==> config.mk <==
export PLATFORM = sky130hd
export DESIGN_NAME = audio_sample_packet_decoder_flat
export DESIGN_NICKNAME = d
export VERILOG_FILES = /design/src/rtl/audio_sample_packet_decoder_if.sv /design/src/rtl/audio_sample_packet_decoder.sv /design/src/flat_wrapper.sv
export SDC_FILE = /design/constraint.sdc
export NUM_CORES = 1
export LEC_CHECK = 0
export CAP_MARGIN = 0
export CORE_MARGIN = 4
export CORE_UTILIZATION = 51
export DETAILED_ROUTE_END_ITERATION = 10
export HOLD_SLACK_MARGIN = 0.12
export PLACE_DENSITY = 0.75
export SLEW_MARGIN = 20
export SYNTH_ARGS = -nofsm -noshare
export SYNTH_HDL_FRONTEND = slang
export SYNTH_SLANG_ARGS = --single-unit
export TNS_END_PERCENT = 20
==> constraint.sdc <==
create_clock -name clk_pixel -period 4.7 [get_ports clk_pixel]
set_clock_uncertainty 0.15 [all_clocks]
set_input_delay 0.47 -clock clk_pixel [delete_from_list [all_inputs] [get_ports clk_pixel]]
set_output_delay 0.47 -clock clk_pixel [all_outputs]
set_load 0.02 [all_outputs]
==> src/rtl/audio_sample_packet_decoder_if.sv <==
// Packet input, sample FIFO output and status bundle of the audio decoder.
interface audio_sample_packet_decoder_if;
    logic        packet_valid;
    logic [23:0] header;
    logic [55:0] sub [3:0];
    logic        audio_valid;
    logic        audio_ready;
    logic [23:0] audio_sample_word [1:0];
    logic [1:0]  valid_bit;
    logic [1:0]  user_data_bit;
    logic [191:0] channel_status_left;
    logic [191:0] channel_status_right;
    logic        channel_status_valid;
    logic        parity_error;
    logic        overflow;

    modport master (
        output packet_valid, header, sub, audio_ready,
        input  audio_valid, audio_sample_word, valid_bit,
        input  user_data_bit, channel_status_left,
        input  channel_status_right, channel_status_valid,
        input  parity_error, overflow
    );

    modport slave (
        input  packet_valid, header, sub, audio_ready,
        output audio_valid, audio_sample_word, valid_bit,
        output user_data_bit, channel_status_left,
        output channel_status_right, channel_status_valid,
        output parity_error, overflow
    );
endinterface

==> src/rtl/audio_sample_packet_decoder.sv <==
// 2-channel audio sample packet unpacker with sample FIFO and channel status.
// Define AUDIO_PARITY_CHECK_EN to build the per-channel parity checker.
module audio_sample_packet_decoder #(
    parameter int FIFO_DEPTH = 4
) (
    input logic clk_pixel,
    input logic reset_n,
    audio_sample_packet_decoder_if.slave bus
);
    localparam int AW = $clog2(FIFO_DEPTH);
    localparam logic [AW:0] FULL_CNT = (AW+1)'(FIFO_DEPTH);

    typedef enum logic {IDLE, UNPACK} state_t;

    state_t      state, state_nxt;
    logic [1:0]  idx;
    logic [3:0]  present_q, b_q;
    logic [55:0] sub_q [3:0];

    logic        pkt, accept, proc, push;
    logic [55:0] cur;
    logic        c_l, c_r;

    logic [51:0]   mem [FIFO_DEPTH];
    logic [AW-1:0] wr_ptr, rd_ptr;
    logic [AW:0]   count;
    logic          empty, full, pop, wr_en;
    logic [51:0]   head;

    logic [7:0]   cs_index;
    logic         cs_sync, cs_pulse;
    logic [191:0] sh_l, sh_r, cs_l, cs_r;

    assign pkt    = bus.packet_valid && bus.header[7:0] == 8'd2
                    && !bus.header[12];
    assign accept = pkt && state == IDLE;
    assign cur    = sub_q[idx];
    assign proc   = state == UNPACK && present_q[idx];
    assign c_l    = cur[50];
    assign c_r    = cur[54];

    always_ff @(posedge clk_pixel or negedge reset_n) begin
        if (!reset_n) state <= IDLE;
        else          state <= state_nxt;
    end

    always_comb begin
        state_nxt = state;
        unique case (state)
            IDLE:    if (pkt) state_nxt = UNPACK;
            UNPACK:  if (idx == 2'd3) state_nxt = IDLE;
            default: state_nxt = IDLE;
        endcase
    end

    always_comb begin
        push         = proc;
        bus.overflow = (state == UNPACK && pkt)
                       || (proc && full && !pop);
    end

`ifdef AUDIO_PARITY_CHECK_EN
    logic par_l, par_r;
    assign par_l = cur[51] != ^{cur[50:48], cur[23:0]};
    assign par_r = cur[55] != ^{cur[54:52], cur[47:24]};
    assign bus.parity_error = proc && (par_l || par_r);
`else
    assign bus.parity_error = 1'b0;
`endif

    always_ff @(posedge clk_pixel or negedge reset_n) begin
        if (!reset_n) begin
            idx       <= '0;
            present_q <= '0;
            b_q       <= '0;
            for (int k = 0; k < 4; k++) sub_q[k] <= '0;
        end else if (accept) begin
            idx       <= '0;
            present_q <= bus.header[11:8];
            b_q       <= bus.header[19:16];
            sub_q     <= bus.sub;
        end else if (state == UNPACK) begin
            idx <= idx + 2'd1;
        end
    end

    // A pop frees the full slot in the same cycle, so push still lands.
    assign empty = count == '0;
    assign full  = count == FULL_CNT;
    assign pop   = !empty && bus.audio_ready;
    assign wr_en = push && (!full || pop);

    always_ff @(posedge clk_pixel) begin
        if (wr_en)
            mem[wr_ptr] <= {cur[47:24], cur[23:0],
                            cur[53], cur[49], cur[52], cur[48]};
    end

    always_ff @(posedge clk_pixel or negedge reset_n) begin
        if (!reset_n) begin
            wr_ptr <= '0;
            rd_ptr <= '0;
            count  <= '0;
        end else begin
            if (wr_en) wr_ptr <= wr_ptr + 1'b1;
            if (pop)   rd_ptr <= rd_ptr + 1'b1;
            unique case ({wr_en, pop})
                2'b10:   count <= count + 1'b1;
                2'b01:   count <= count - 1'b1;
                default: count <= count;
            endcase
        end
    end

    assign head = mem[rd_ptr];

    always_comb begin
        bus.audio_valid          = !empty;
        bus.audio_sample_word[0] = empty ? '0 : head[27:4];
        bus.audio_sample_word[1] = empty ? '0 : head[51:28];
        bus.user_data_bit        = empty ? '0 : head[3:2];
        bus.valid_bit            = empty ? '0 : head[1:0];
    end

    // A block start (B=1) always restarts collection at frame 0.
    always_ff @(posedge clk_pixel or negedge reset_n) begin
        if (!reset_n) begin
            cs_index <= '0;
            cs_sync  <= 1'b0;
            cs_pulse <= 1'b0;
            sh_l     <= '0;
            sh_r     <= '0;
            cs_l     <= '0;
            cs_r     <= '0;
        end else begin
            cs_pulse <= 1'b0;
            if (proc && b_q[idx]) begin
                sh_l[0]  <= c_l;
                sh_r[0]  <= c_r;
                cs_index <= 8'd1;
                cs_sync  <= 1'b1;
            end else if (proc && cs_sync) begin
                sh_l[cs_index] <= c_l;
                sh_r[cs_index] <= c_r;
                cs_index       <= cs_index + 8'd1;
                if (cs_index == 8'd191) begin
                    cs_l     <= {c_l, sh_l[190:0]};
                    cs_r     <= {c_r, sh_r[190:0]};
                    cs_pulse <= 1'b1;
                    cs_sync  <= 1'b0;
                end
            end
        end
    end

    assign bus.channel_status_left  = cs_l;
    assign bus.channel_status_right = cs_r;
    assign bus.channel_status_valid = cs_pulse;
endmodule
==> src/flat_wrapper.sv <==
// flat-port wrapper written by rule: the top's interface ports become plain ports
module audio_sample_packet_decoder_flat 
#(
    parameter int FIFO_DEPTH = 4
)
  (clk_pixel, reset_n, bus_packet_valid, bus_header, bus_sub, bus_audio_ready, bus_audio_valid, bus_audio_sample_word, bus_valid_bit, bus_user_data_bit, bus_channel_status_left, bus_channel_status_right, bus_channel_status_valid, bus_parity_error, bus_overflow);
  audio_sample_packet_decoder_if bus_i ();
  input logic clk_pixel;
  input logic reset_n;
  input wire logic [$bits(bus_i.packet_valid)-1:0] bus_packet_valid;
  input wire logic [$bits(bus_i.header)-1:0] bus_header;
  input wire logic [$bits(bus_i.sub)-1:0] bus_sub;
  input wire logic [$bits(bus_i.audio_ready)-1:0] bus_audio_ready;
  output wire logic [$bits(bus_i.audio_valid)-1:0] bus_audio_valid;
  output wire logic [$bits(bus_i.audio_sample_word)-1:0] bus_audio_sample_word;
  output wire logic [$bits(bus_i.valid_bit)-1:0] bus_valid_bit;
  output wire logic [$bits(bus_i.user_data_bit)-1:0] bus_user_data_bit;
  output wire logic [$bits(bus_i.channel_status_left)-1:0] bus_channel_status_left;
  output wire logic [$bits(bus_i.channel_status_right)-1:0] bus_channel_status_right;
  output wire logic [$bits(bus_i.channel_status_valid)-1:0] bus_channel_status_valid;
  output wire logic [$bits(bus_i.parity_error)-1:0] bus_parity_error;
  output wire logic [$bits(bus_i.overflow)-1:0] bus_overflow;
  assign bus_i.packet_valid = bus_packet_valid;
  assign bus_i.header = bus_header;
  assign bus_i.sub = {>>{bus_sub}};
  assign bus_i.audio_ready = bus_audio_ready;
  assign bus_audio_valid = bus_i.audio_valid;
  assign bus_audio_sample_word = {>>{bus_i.audio_sample_word}};
  assign bus_valid_bit = bus_i.valid_bit;
  assign bus_user_data_bit = bus_i.user_data_bit;
  assign bus_channel_status_left = bus_i.channel_status_left;
  assign bus_channel_status_right = bus_i.channel_status_right;
  assign bus_channel_status_valid = bus_i.channel_status_valid;
  assign bus_parity_error = bus_i.parity_error;
  assign bus_overflow = bus_i.overflow;
  audio_sample_packet_decoder #(.FIFO_DEPTH(FIFO_DEPTH)) u_core (.clk_pixel(clk_pixel), .reset_n(reset_n), .bus(bus_i));
endmodule
-- Word level (Yosys, flattened, before mapping)
Memory sizes are Yosys's and may differ from the RTL's.
Index checks and enable logic that the tools add are counted.
- register bits after elaboration: 1020
- latch bits: 0
- RAM bits: 208
- ROM bits: 0
- output and inout bits: 440
- logic and storage cells: 98
- memories kept: 1
- memory list (name ; words ; bits a word ; read ports ; clocked after memory_dff ; wr ports ; line ; text):
    u_core.mem ; 4 ; 52 ; 1 ; 0 ; 1 ; audio_sample_packet_decoder.sv:24 ; logic [51:0] mem [FIFO_DEPTH];
- add/subtract/negate cells: 6
- $mul: 0
- div/mod/pow operators: 0
- $lt $le $gt $ge: 3
- eq/ne operators: 6
- shift-type cells: 0
- multiplexer cells: 34
- bitwise logic cells: 2
- reductions and logical operators: 26
- operators with widths (cell ; count):
    $bwmux W192 ; 2
    $bmux W56 S2 ; 1
    $mux W55 ; 1
    $mux W24 ; 2
    $mux W1 ; 17
    $mux W8 ; 2
    $logic_and A1 B1 Y1 ; 12
    $lt A8 B9 Y1 const B ; 1
    $add A8 B1 Y8 const B ; 1
    $demux W1 S8 ; 1
    $eq A8 B2 Y1 const B ; 1
    $eq A8 B8 Y1 const B ; 1
    $ge A8 B1 Y1 const B ; 1
    $mux W2 ; 4
    $reduce_bool A2 Y1 ; 4
    $add A2 B1 Y2 const B ; 3
    $pmux W3 S2 ; 1
    $bmux W1 S2 ; 2
    $eq A2 B2 Y1 const B ; 2
    $logic_not A1 Y1 ; 4
    $reduce_and A2 Y1 ; 2
    $add A3 B1 Y3 const B ; 1
    $eq A3 B3 Y1 const B ; 1
    $logic_not A3 Y1 ; 1
    other kinds (7) ; 9

-- Logic depth before layout (Yosys ltp)
Gate-level depths: netlist (run 1).
- word-level depth: 7
- depth in mapped cells: 12

-- Worst setup path before layout (run 1)
Ideal clock, no wire load.
- path type: flip-flop to flip-flop
- start point: register u_core.idx[0]
- end point: memory u_core.mem[0][0], enable pin
- arrival time: 2.869 ns
- required time: 4.135 ns
- slack: 1.266 ns
- stages on the path, launching flop included: 7
- path buffers: 2
- clock period less this slack: 3.434 ns
- cell sequence: dfrtp_1 > buf_2 > mux4_2 > clkbuf_1 > nand2_1 > nor2_1 > and2_1
- longest elaborated chain between the ends: 6
- ends and longest elaborated chain (element ; line ; text):
    start: declaration ; audio_sample_packet_decoder.sv:16 ; logic [1:0] idx;
    start signal: assignment ; audio_sample_packet_decoder.sv:83 ; idx <= idx + 2'd1;
    $bmux W1 S2 ; audio_sample_packet_decoder.sv:38 ; assign proc = state == UNPACK && present_q[idx];
    $mux W1 (implied by the code) ; audio_sample_packet_decoder.sv:38 ;
    $logic_and A1 B1 Y1 ; audio_sample_packet_decoder.sv:38 ;
    $logic_and A1 B1 Y1 ; audio_sample_packet_decoder.sv:91 ; assign wr_en = push && (!full || pop);
    $mux W1 ; audio_sample_packet_decoder.sv:94 ; if (wr_en)
    $mux W1 (implied by the code) ; audio_sample_packet_decoder.sv:95 ; mem[wr_ptr] <= {cur[47:24], cur[23:0],
    end: declaration ; audio_sample_packet_decoder.sv:24 ;
Every way passes these cells. The select of a mux whose other input is x is not followed.

-- Final worst setup path (run 1)
- start point: register u_core.rd_ptr[0]
- end point: output bus_audio_sample_word[10]
- longest elaborated chain between the ends: 2
- ends and longest elaborated chain (element ; line ; text):
    start: declaration ; audio_sample_packet_decoder.sv:25 ; logic [AW-1:0] wr_ptr, rd_ptr;
    start signal: assignment ; audio_sample_packet_decoder.sv:106 ; if (pop) rd_ptr <= rd_ptr + 1'b1;
    $mem_v2 Z4 W52 ; - ;
    $mux W24 ; audio_sample_packet_decoder.sv:119 ; bus.audio_sample_word[0] = empty ? '0 : head[27:4];
    end: declaration ; flat_wrapper.sv:15 ; output wire logic [$bits(bus_i.audio_sample_word)-1:0] bus_audio_sample_word;
Every way passes these cells.

==> results.cfg, run 1 <==
[floorplanning]
io-pin-count = 692
core.rowCount = 112
floorplan.die_area_um2 = 99400
core-area_um2 = 93500
die_h_um = 315
floorplan.initialDensity_pct = 51.5
die-width_um = 315

[detailed_routing]
wl_um = 129000
num_vias = 27700
drt_first_pass_iters = 6
topRoutingLayerUsed = met5
route.antenna.remaining_nets = 0
detail_route.iter0.violations = 1761
met3_wirelength_um = 9990
route.detailed.wl_per_inst_um = 25.9
met2WireLength_um = 63700
route.detailed.vias_per_inst = 5.57
post-route-drc-count = 0
routedLengthMet1_um = 49900

[grt]
number_of_antenna_violations_at_the_first_check_in_global_routing = 6
global_route.overflow_total = 0
grt_max_degree = 130
first_global_vias = 29600
grt_pass1_wl_um = 192000
grt_use_total_pct = 26.0

[setup_path]
critical_path_class = register to output pin
crit_path_max_incr_delay_ns = 0.75
worst-r2r-setup-slack_ns = 0.94
worstPathRequired_ns = 4.08
cp_cell_sequence = buf_12 -> mux4_2 -> and2_1 -> clkdlybuf4s50_1
r2r.worst_path.cells = 6
crit_path_end_kind = output pin
cp-start-kind = register
crit_slowest_cell = dfrtp_4
critical_path_fanouts_max = 30
worst-endpoint-arrival_ns = 3.15
worstReg2RegStart = u_core.idx[0]$_DFFE_PN0P_
r2r-end = u_core.bus.channel_status_right[175]$_DFFE_PN0P_

[clock_tree]
cts_buffers = 131
post_cts_buffers = 0
ctsResizeCount = 0
cts_tree = done
clk_pin_slew_worst_paths_ns = 0.06
clock_latency_ns = 0.71
htreeDepth = 4
cts_max_path_buffers = 3
cts_num_sinks = 1218
cts.root.buffer_cell = clkbuf_16

[synth]
synth-warning-count = 0
syn-cell-area_um2 = 48200
yosysUniqueCellTypes = 44
synth_edf_count = 208
postSynthAreaPerCell_um2 = 16.5
ys_ff_latch = 1218
postSynth.asyncResetShare_pct = 82.9
synth_nets = 3182
synth_seq_area_share_pct = 65.4
main_flop_type_after_synthesis = dfrtp_1
syn_inst = 2919

[sta]
timing.max_slew.rel_slack_pct = 34.9
max_slew.worst_pin.slew_ns = 0.976
final.setup.tns_ns = 0
timing.final.crit_period_ns = 3.77
finalMaxSlewViolations = 0
finalSetupViolCount = 0
fin_crit_sh_pct = 80.2
final-hold-violation-count = 0
unrepaired_setup_endpoints_after_global_routing = no
max_freq_ghz = 0.265

[hold_path]
endpoint_worst_hold = u_core.sub_q[129]$_DFFE_PN0P_
hp-start = bus_sub[129]
hold_class = input pin to register
hold_path_depth = 2

[placed_design]
placement.io_buffers = 675
placed_cell_area_um2 = 56600
dp_hpwl_um = 88400
routability_congestion_estimate = 0.835
placedCellCount = 4729

[power_and_ir_drop]
total_leakage_power_nw = 27.9
power.density_cell_area_nw_per_um2 = 389
irDropWorstVdd_mv = 0.458

[status]
result_of_the_run = finished clean

[finish]
post_layout_nonfiller_instances = 4963
area_delta_synth_final_pct = 26.4
layout-drive-gt1-share_pct = 36.7
finalCoreUtilization_pct = 65.2
seqCellArea_um2 = 31500
final_nets = 3872
fillers = 6639
multiInputGateArea_um2 = 15900
fin_area_um2 = 60900

[run]
max_cap_violations = 0
what timing repair did:
action,4_1_cts,5_1_grt
hold endpoints to repair,65,0
hold buffers,1,0
endpoints found under the setup margin,0,0
sequential cells by signal, indices dropped and copies added (netlist names):
name                             flops
u_core.cs_index                      8
u_core.cs_sync                       1
u_core.bus.channel_status_left     192
u_core.mem                         208
u_core.idx                           2
u_core.sh_r                        191
u_core.present_q                     4
u_core.count                         3
u_core.state                         1
u_core.sub_q                       216
u_core.bus.channel_status_valid      1
u_core.bus.channel_status_right    192
u_core.wr_ptr                        2
u_core.sh_l                        191
u_core.b_q                           4
u_core.rd_ptr                        2
final cells by class:
cell class                      instances  area share [%]
Sequential cell                      1218            51.8
Multi-Input combinational cell       1509            26.1
Timing Repair Buffer                  739            12.4
Clock buffer                          194            6.46
Tap cell                             1254            2.58
Clock inverter                         35           0.538
Inverter                               10          0.0616
Antenna cell                            4          0.0164
cell usage after synthesis (all sizes together) (2+ instances only):
library cell,count,share of area (%)
dfrtp,1010,52
mux2,991,23
edfxtp,208,13
clkbuf,123,0.96
mux4,108,5.0
nand2,103,0.80
nand3,70,0.73
buf,59,0.61
and2,58,0.75
nor2,44,0.34
nor3,32,0.33
nand3b,11,0.17
ha,10,0.26
inv,10,0.078
and3b,8,0.15
nor3b,8,0.12
o21ai,8,0.083
and3,7,0.091
xor2,6,0.11
nand2b,5,0.065
nor4b,4,0.073
or3b,4,0.073
xnor2,4,0.073
mux2i,3,0.062
nand4,3,0.039
nand4b,3,0.055
nor4,3,0.070
or2,3,0.039
a21oi,2,0.021
or4,2,0.031
kinds of logic (layout without fill, tap and decap cells):
| kind of cell | after synthesis | after routing | share of synthesized area, % |
|---|---|---|---|
| mux | 1102 | 1102 | 28.3 |
| other cells | 1 | 5 | 0.00778 |
| flops | 1218 | 1218 | 65.4 |
| simple gates | 371 | 371 | 3.99 |
| compound gates | 14 | 14 | 0.164 |
| buf+inv | 192 | 978 | 1.64 |
| xor+xnor | 10 | 10 | 0.182 |
| fa+ha+maj | 11 | 11 | 0.301 |
worst max path at each step:
stage | start | to | slack (ns) | depth (start not counted)
after global routing | u_core.rd_ptr[0]$_DFFE_PN0P_ | bus_audio_sample_word[15] | 0.72 | 4
after global placement | u_core.idx[0]$_DFFE_PN0P_ | u_core.bus.channel_status_left[121]$_DFFE_PN0P_ | 1.01 | 6
after floorplan | u_core.idx[0]$_DFFE_PN0P_ | u_core.mem[0][0]$_DFFE_PP_ | 1.27 | 6
final | u_core.rd_ptr[0]$_DFFE_PN0P_ | bus_audio_sample_word[10] | 0.93 | 4
after CTS | u_core.rd_ptr[0]$_DFFE_PN0P_ | bus_audio_sample_word[15] | 0.80 | 4
after detailed placement | u_core.idx[0]$_DFFE_PN0P_ | u_core.bus.channel_status_left[176]$_DFFE_PN0P_ | 0.97 | 6
cell usage in the layout, fill, tap and decap left out, types with 5 or more instances in the layout:
master,n
nand3b_1,11
dfrtp_1,1006
nor2_1,41
nand3_1,70
and2_1,54
clkbuf_1,28
mux4_2,106
inv_1,10
nor3_1,32
and3_1,7
buf_12,27
clkbuf_16,137
mux2_2,962
nand2_1,103
nand2b_1,5
clkbuf_8,29
clkinv_2,21
ha_1,10
xor2_1,6
edfxtp_1,208
clkdlybuf4s50_1,674
buf_4,36
and3b_1,8
bufinv_16,5
o21ai_0,8
mux2_1,29
worst max-delay path: cells and delay by family (launching register included):
family | cells | cell delay, ns
buffers and inverters | 2 | 0.95
DFF | 1 | 0.75
muxes | 1 | 0.53
and+or+nand+nor | 1 | 0.19
power by group:
part	switching, mW	internal [mW]
combinational	1.35	1.25
clock	4.09	6.05
sequential	0.169	10.8
total	5.61	18.1
through the flow:
stage	total power, mW	setup slack (ns)	hold WS (ns)
after global placement	13.8	1.01	0.315
after CTS	24.0	0.798	0.163
after detailed placement	13.8	0.970	0.322
after global routing	24.5	0.722	0.180
final	23.7	0.932	0.217
after floorplan	12.4	1.27	0.0244
metal layers:
metal | vias to the layer above | GRT usage [%]
met5 | - | 0
met4 | 2 | 10.2
met3 | 225 | 7.69
met2 | 799 | 42.8
met1 | 14600 | 32.7
li1 | 12000 | -
No activity file was read; power rests on OpenSTA's default activity.
==> run 2: changes to the inputs <==
==> constraint.sdc (replaced) <==
create_clock -name clk_pixel -period 3.53 [get_ports clk_pixel]
set_clock_uncertainty 0.15 [all_clocks]
set_input_delay 0.353 -clock clk_pixel [delete_from_list [all_inputs] [get_ports clk_pixel]]
set_output_delay 0.353 -clock clk_pixel [all_outputs]
set_load 0.02 [all_outputs]
==> results.cfg, run 2 (synthesis gave the netlist of run 1 again) <==
[detailed_routing]
route.antenna.remaining_nets = 0
num_vias = 28800
post-route-drc-count = 0
drt_first_pass_iters = 5
detail_route.iter0.violations = 2055
route.detailed.vias_per_inst = 5.53
wl_um = 137000
route.detailed.wl_per_inst_um = 26.2

[setup_path]
worst-endpoint-arrival_ns = 2.82
critical_path_class = register to output pin
cp-start-kind = register
critical_path_fanouts_max = 8
crit_path_end_kind = output pin
worstPathRequired_ns = 3.03

[clock_tree]
cts_max_path_buffers = 3
clock_latency_ns = 0.72
cts_tree = done
cts_num_sinks = 1218
clk_pin_slew_worst_paths_ns = 0.06
cts.root.buffer_cell = clkbuf_16
cts_buffers = 121
htreeDepth = 3
ctsResizeCount = 0

[sta]
finalMaxSlewViolations = 0
max_freq_ghz = 0.301
final.setup.tns_ns = 0
final-hold-violation-count = 0
fin_crit_sh_pct = 94.3
unrepaired_setup_endpoints_after_global_routing = no
finalSetupViolCount = 0
max_slew.worst_pin.slew_ns = 0.961
hold_slack_ns = 0.160
timing.max_slew.rel_slack_pct = 35.9
timing.final.crit_period_ns = 3.33

[placed_design]
placedCellCount = 4778
placement.io_buffers = 675
dp_hpwl_um = 90200
routability_congestion_estimate = 0.837

[finish]
area_delta_synth_final_pct = 31.4
biggestRegsByFlops = u_core.sub_q x216, u_core.mem x208
fillers = 6357
post_layout_nonfiller_instances = 5212
max_flop_register = u_core.sub_q
final_common_cell = dfrtp_1
layout-drive-gt1-share_pct = 35.4
largest_reg_flops = 216
layout_common_cells = 1006 x dfrtp_1, 962 x mux2_2, 674 x clkdlybuf4s50_1
final_nets = 4116

[floorplanning]
core.rowCount = 112
core-area_um2 = 93500
floorplan.initialDensity_pct = 51.5
floorplan.die_area_um2 = 99400
io-pin-count = 692
die-width_um = 315
die_h_um = 315

[power_and_ir_drop]
irDropWorstVdd_mv = 0.462
total_leakage_power_nw = 28.9
power.density_cell_area_nw_per_um2 = 497

[run]
max_cap_violations = 0

[grt]
first_global_vias = 31200
number_of_antenna_violations_at_the_first_check_in_global_routing = 3
grt_max_degree = 104
grt_pass1_wl_um = 203000
global_route.overflow_total = 0
grt_use_total_pct = 27.3

[status]
result_of_the_run = finished clean

[hold_path]
hold_class = input pin to register
==> run 2: routing by layer <==
layer	vias to the layer above	share of wire (%)	global-route usage, %	wire (um)
met5	-	0.018	0	24
met4	4	5.0	11.7	6870
met3	281	7.7	7.75	10500
met2	906	49	45.1	66900
met1	15200	38	34.0	52300
li1	12500	-	-	-
==> run 2: area by class of cell <==
class	instances	area [um2]	share of cell area (%)
sequential	1218	31500	49.8
multi-input combinational	1509	15900	25.1
timing repair buffer	993	10200	16.1
clock buffer	174	3480	5.49
tap	1254	1570	2.48
clock inverter	52	562	0.888
inverter	10	37.5	0.0593
antenna	2	5.00	0.00791
==> run 2: final timing paths <==
path / depth (start not counted) / endpoint / startpoint / slack, ns
setup / recovery: 4 / bus_valid_bit[0] / u_core.rd_ptr[0]$_DFFE_PN0P_ / 0.20
hold / removal: 2 / u_core.sub_q[8]$_DFFE_PN0P_ / bus_sub[8] / 0.16
setup reg to reg: 6 / u_core.bus.channel_status_right[2]$_DFFE_PN0P_ / u_core.idx[0]$_DFFE_PN0P_ / 0.44
hold reg to reg: 1 / u_core.bus.channel_status_right[114]$_DFFE_PN0P_ / u_core.sh_r[114]$_DFFE_PN0P_ / 0.33
max in group asynchronous: 4 / u_core.idx[0]$_DFFE_PN0P_ / reset_n / 1.64
min in group asynchronous: 3 / u_core.bus.channel_status_left[41]$_DFFE_PN0P_ / reset_n / 0.66
==> run 2: through the flow <==
stage	util [%]	total power [mW]	worst slack, ns	area, um2
final	67.7	31.5	0.202	63300
after CTS	67.7	31.7	0.121	63200
after detailed placement	61.2	18.5	0.372	57200
after floorplan	-	16.5	0.0961	48200
after global routing	67.7	32.5	0.105	63300
after global placement	61.2	18.4	0.471	57200
==> run 2: critical path: stages, from the launching register on <==
cell and delay [ns]:
dfrtp_4 0.53, buf_4 0.26, mux4_2 0.51, and2_1 0.16, clkdlybuf4s50_1 0.65
==> run 2: power by group <==
| part | leakage, nW | switching (mW) | total [mW] | internal (mW) |
|---|---|---|---|---|
| clock | 1.98 | 5.48 | 13.0 | 7.56 |
| combinational | 10.8 | 2.05 | 3.94 | 1.89 |
| sequential | 16.1 | 0.104 | 14.5 | 14.4 |
==> run 2: timing repair <==
action                                 CTS  global route
setup endpoints to repair               15             0
hold buffers                           197             5
setup buffers                            4             0
endpoints found under the hold margin  859             5
==> RTL change, RTL diff (settings of run 2) <==
`FIFO_DEPTH` is set to 4 in 2 places; all go to 8.
--- a/src/rtl/audio_sample_packet_decoder.sv
+++ b/src/rtl/audio_sample_packet_decoder.sv
@@ -1,7 +1,7 @@
 // 2-channel audio sample packet unpacker with sample FIFO and channel status.
 // Define AUDIO_PARITY_CHECK_EN to build the per-channel parity checker.
 module audio_sample_packet_decoder #(
-    parameter int FIFO_DEPTH = 4
+    parameter int FIFO_DEPTH = 8
 ) (
     input logic clk_pixel,
     input logic reset_n,
--- a/src/flat_wrapper.sv
+++ b/src/flat_wrapper.sv
@@ -1,7 +1,7 @@
 // flat-port wrapper written by rule: the top's interface ports become plain ports
 module audio_sample_packet_decoder_flat 
 #(
-    parameter int FIFO_DEPTH = 4
+    parameter int FIFO_DEPTH = 8
 )
   (clk_pixel, reset_n, bus_packet_valid, bus_header, bus_sub, bus_audio_ready, bus_audio_valid, bus_audio_sample_word, bus_valid_bit, bus_user_data_bit, bus_channel_status_left, bus_channel_status_right, bus_channel_status_valid, bus_parity_error, bus_overflow);
   audio_sample_packet_decoder_if bus_i ();
Function: not settled (the Yosys comparison gave no result); the edit may change what the design does.
==> RTL change against run 2 <==
- cell count grew 20%
- total power grew 28%
- setup slack lost 0.092 ns
- synthesized area grew 17%
- die area grew 16%
- sequential share of layout area grew 2.2 points
- design area grew 15%
- worst hold slack gained 0.029 ns
- register-to-register slack gained 0.08 ns
- via count grew 27%
- routed wire length grew 23%
- sequential cell count grew 211
- critical endpoint is now bus_audio_sample_word[17]
==> RTL change: results (changes against run 2) <==
- In this run the critical register-to-register path is captured at u_core.sh_r[78].
- The iteration count of the initial detailed-routing pass is 7 (+2).
- The largest voltage drop on the vdd net is 425 uV (-8.0%).
- The via count of the first global-routing pass is 39,200 (+26%).
- The minimum setup slack among reg-to-reg paths is 0.52 ns (+0.08 ns).
- The total routing resource utilization after global routing is 0.291 (+0.0181).
- The reported leakage power was 0.0314 uW (+8.5%).
- The synthesized netlist net count is 3,954 (+24%).
- The final hold slack is 0.189 ns (+0.0295 ns).
- The data arrival time of the worst path is 2.92 ns (+0.10 ns).
- The latest clock arrival within the worst-skew pair is 0.74 ns (+0.02 ns).
- The fraction of the mapped netlist area in adder cells is 0.00178 (-0.00123).
- The synthesized-area fraction occupied by xor and xnor cells is 0.00202 (+0.000205).
- Following the worst setup path forward leads to its endpoint at bus_audio_sample_word[17].
- The post-detailed-route via-to-cell ratio is 5.87 (+6.0%).
- The largest registers in the layout are u_core.mem: 416 flops, u_core.sub_q: 216 flops.
- The worst slew margin relative to its limit is 0.366 (+0.00726).
- The maximum single-stage delay on the critical path is 0.54 ns (-0.11 ns).
- Sorting the synthesized cells by area gives the leading types as sky130_fd_sc_hd__dfrtp_1, sky130_fd_sc_hd__edfxtp_1, sky130_fd_sc_hd__mux2_2.
- The distinct cell type count after synthesis is 52 (+18%).
- The flow ran to the end, and the final reports show no timing, DRC or antenna violations.
- The worst hold path begins at bus_sub[175].
- The logic depth of the worst register-to-register path is 5 (-1).
- The clock period minus final worst setup slack was 3.42 ns (+0.0919 ns).
- The proportion of synthesized area in mux cells was 0.208 (-0.0752).
- The sequential-to-total area share from yosys stat is 0.673 (+0.0182).
- The final wirelength is 168,000 um (+23%).
- The launching element of the worst setup path is u_core.rd_ptr[0].
- The placement-stage worst setup slack was 0.475 ns (+0.103 ns).
## RTL change: cell families after synthesis
group                    Yosys count
buffers and inverters            244
XOR/XNOR                          13
flip-flops                      1429
AND/OR/NAND/NOR                  440
AO/OA/AOI/OAI                    673
adder cells (fa/ha/maj)            8
multiplexers                     886
other                              1
## RTL change: timing repair
item                                    in CTS  in global routing
endpoints found under the setup margin      51                 14
hold buffers                               222                  0
hold endpoints to repair                   699                  0
pin swaps                                    1                  0
resized for setup                           26                 12
buffers inserted                             9                  0
## RTL change: worst min path at each step
stage,to
floorplan,u_core.b_q[0]
global placement,u_core.bus.channel_status_right[89]
detailed placement,u_core.bus.channel_status_right[89]
CTS,u_core.sub_q[22]
global route,u_core.sub_q[22]
finish,u_core.sub_q[175]
## RTL change: cell type report
class                      count  area (um^2)
antenna                        4         10.0
multi-input combinational   2021        17500
inverter                       8         37.5
timing repair buffer        1045        10800
tap                         1476         1850
fill                        7384        36300
sequential                  1429        37900
clock inverter                71          653
clock buffer                 197         4100
## RTL change: metrics by stage
step,total power [uW],TNS (ns),std cells
detailed placement,25000,0,5748
CTS,40500,0,6247
floorplan,21600,-105.83,3694
finish,40200,0,6251
global placement,24900,0,5748
global route,41700,-0.0272,6251
## RTL change: routing by layer
layer | part of all wire | GRT usage | routed length [um] | up-vias
li1 | - | - | - | 15600
met1 | 0.37 | 0.362 | 62400 | 19000
met2 | 0.49 | 0.478 | 82000 | 1716
met3 | 0.090 | 0.0845 | 15100 | 413
met4 | 0.051 | 0.129 | 8590 | 0
met5 | 0 | 0 | 0 | -
## RTL change: power breakdown
group | leakage, uW | switching [uW] | internal [uW]
logic | 0.0108 | 4230 | 3300
registers | 0.0183 | 184 | 17200
clock network | 0.00234 | 6530 | 8790
total | 0.0314 | 10900 | 29300
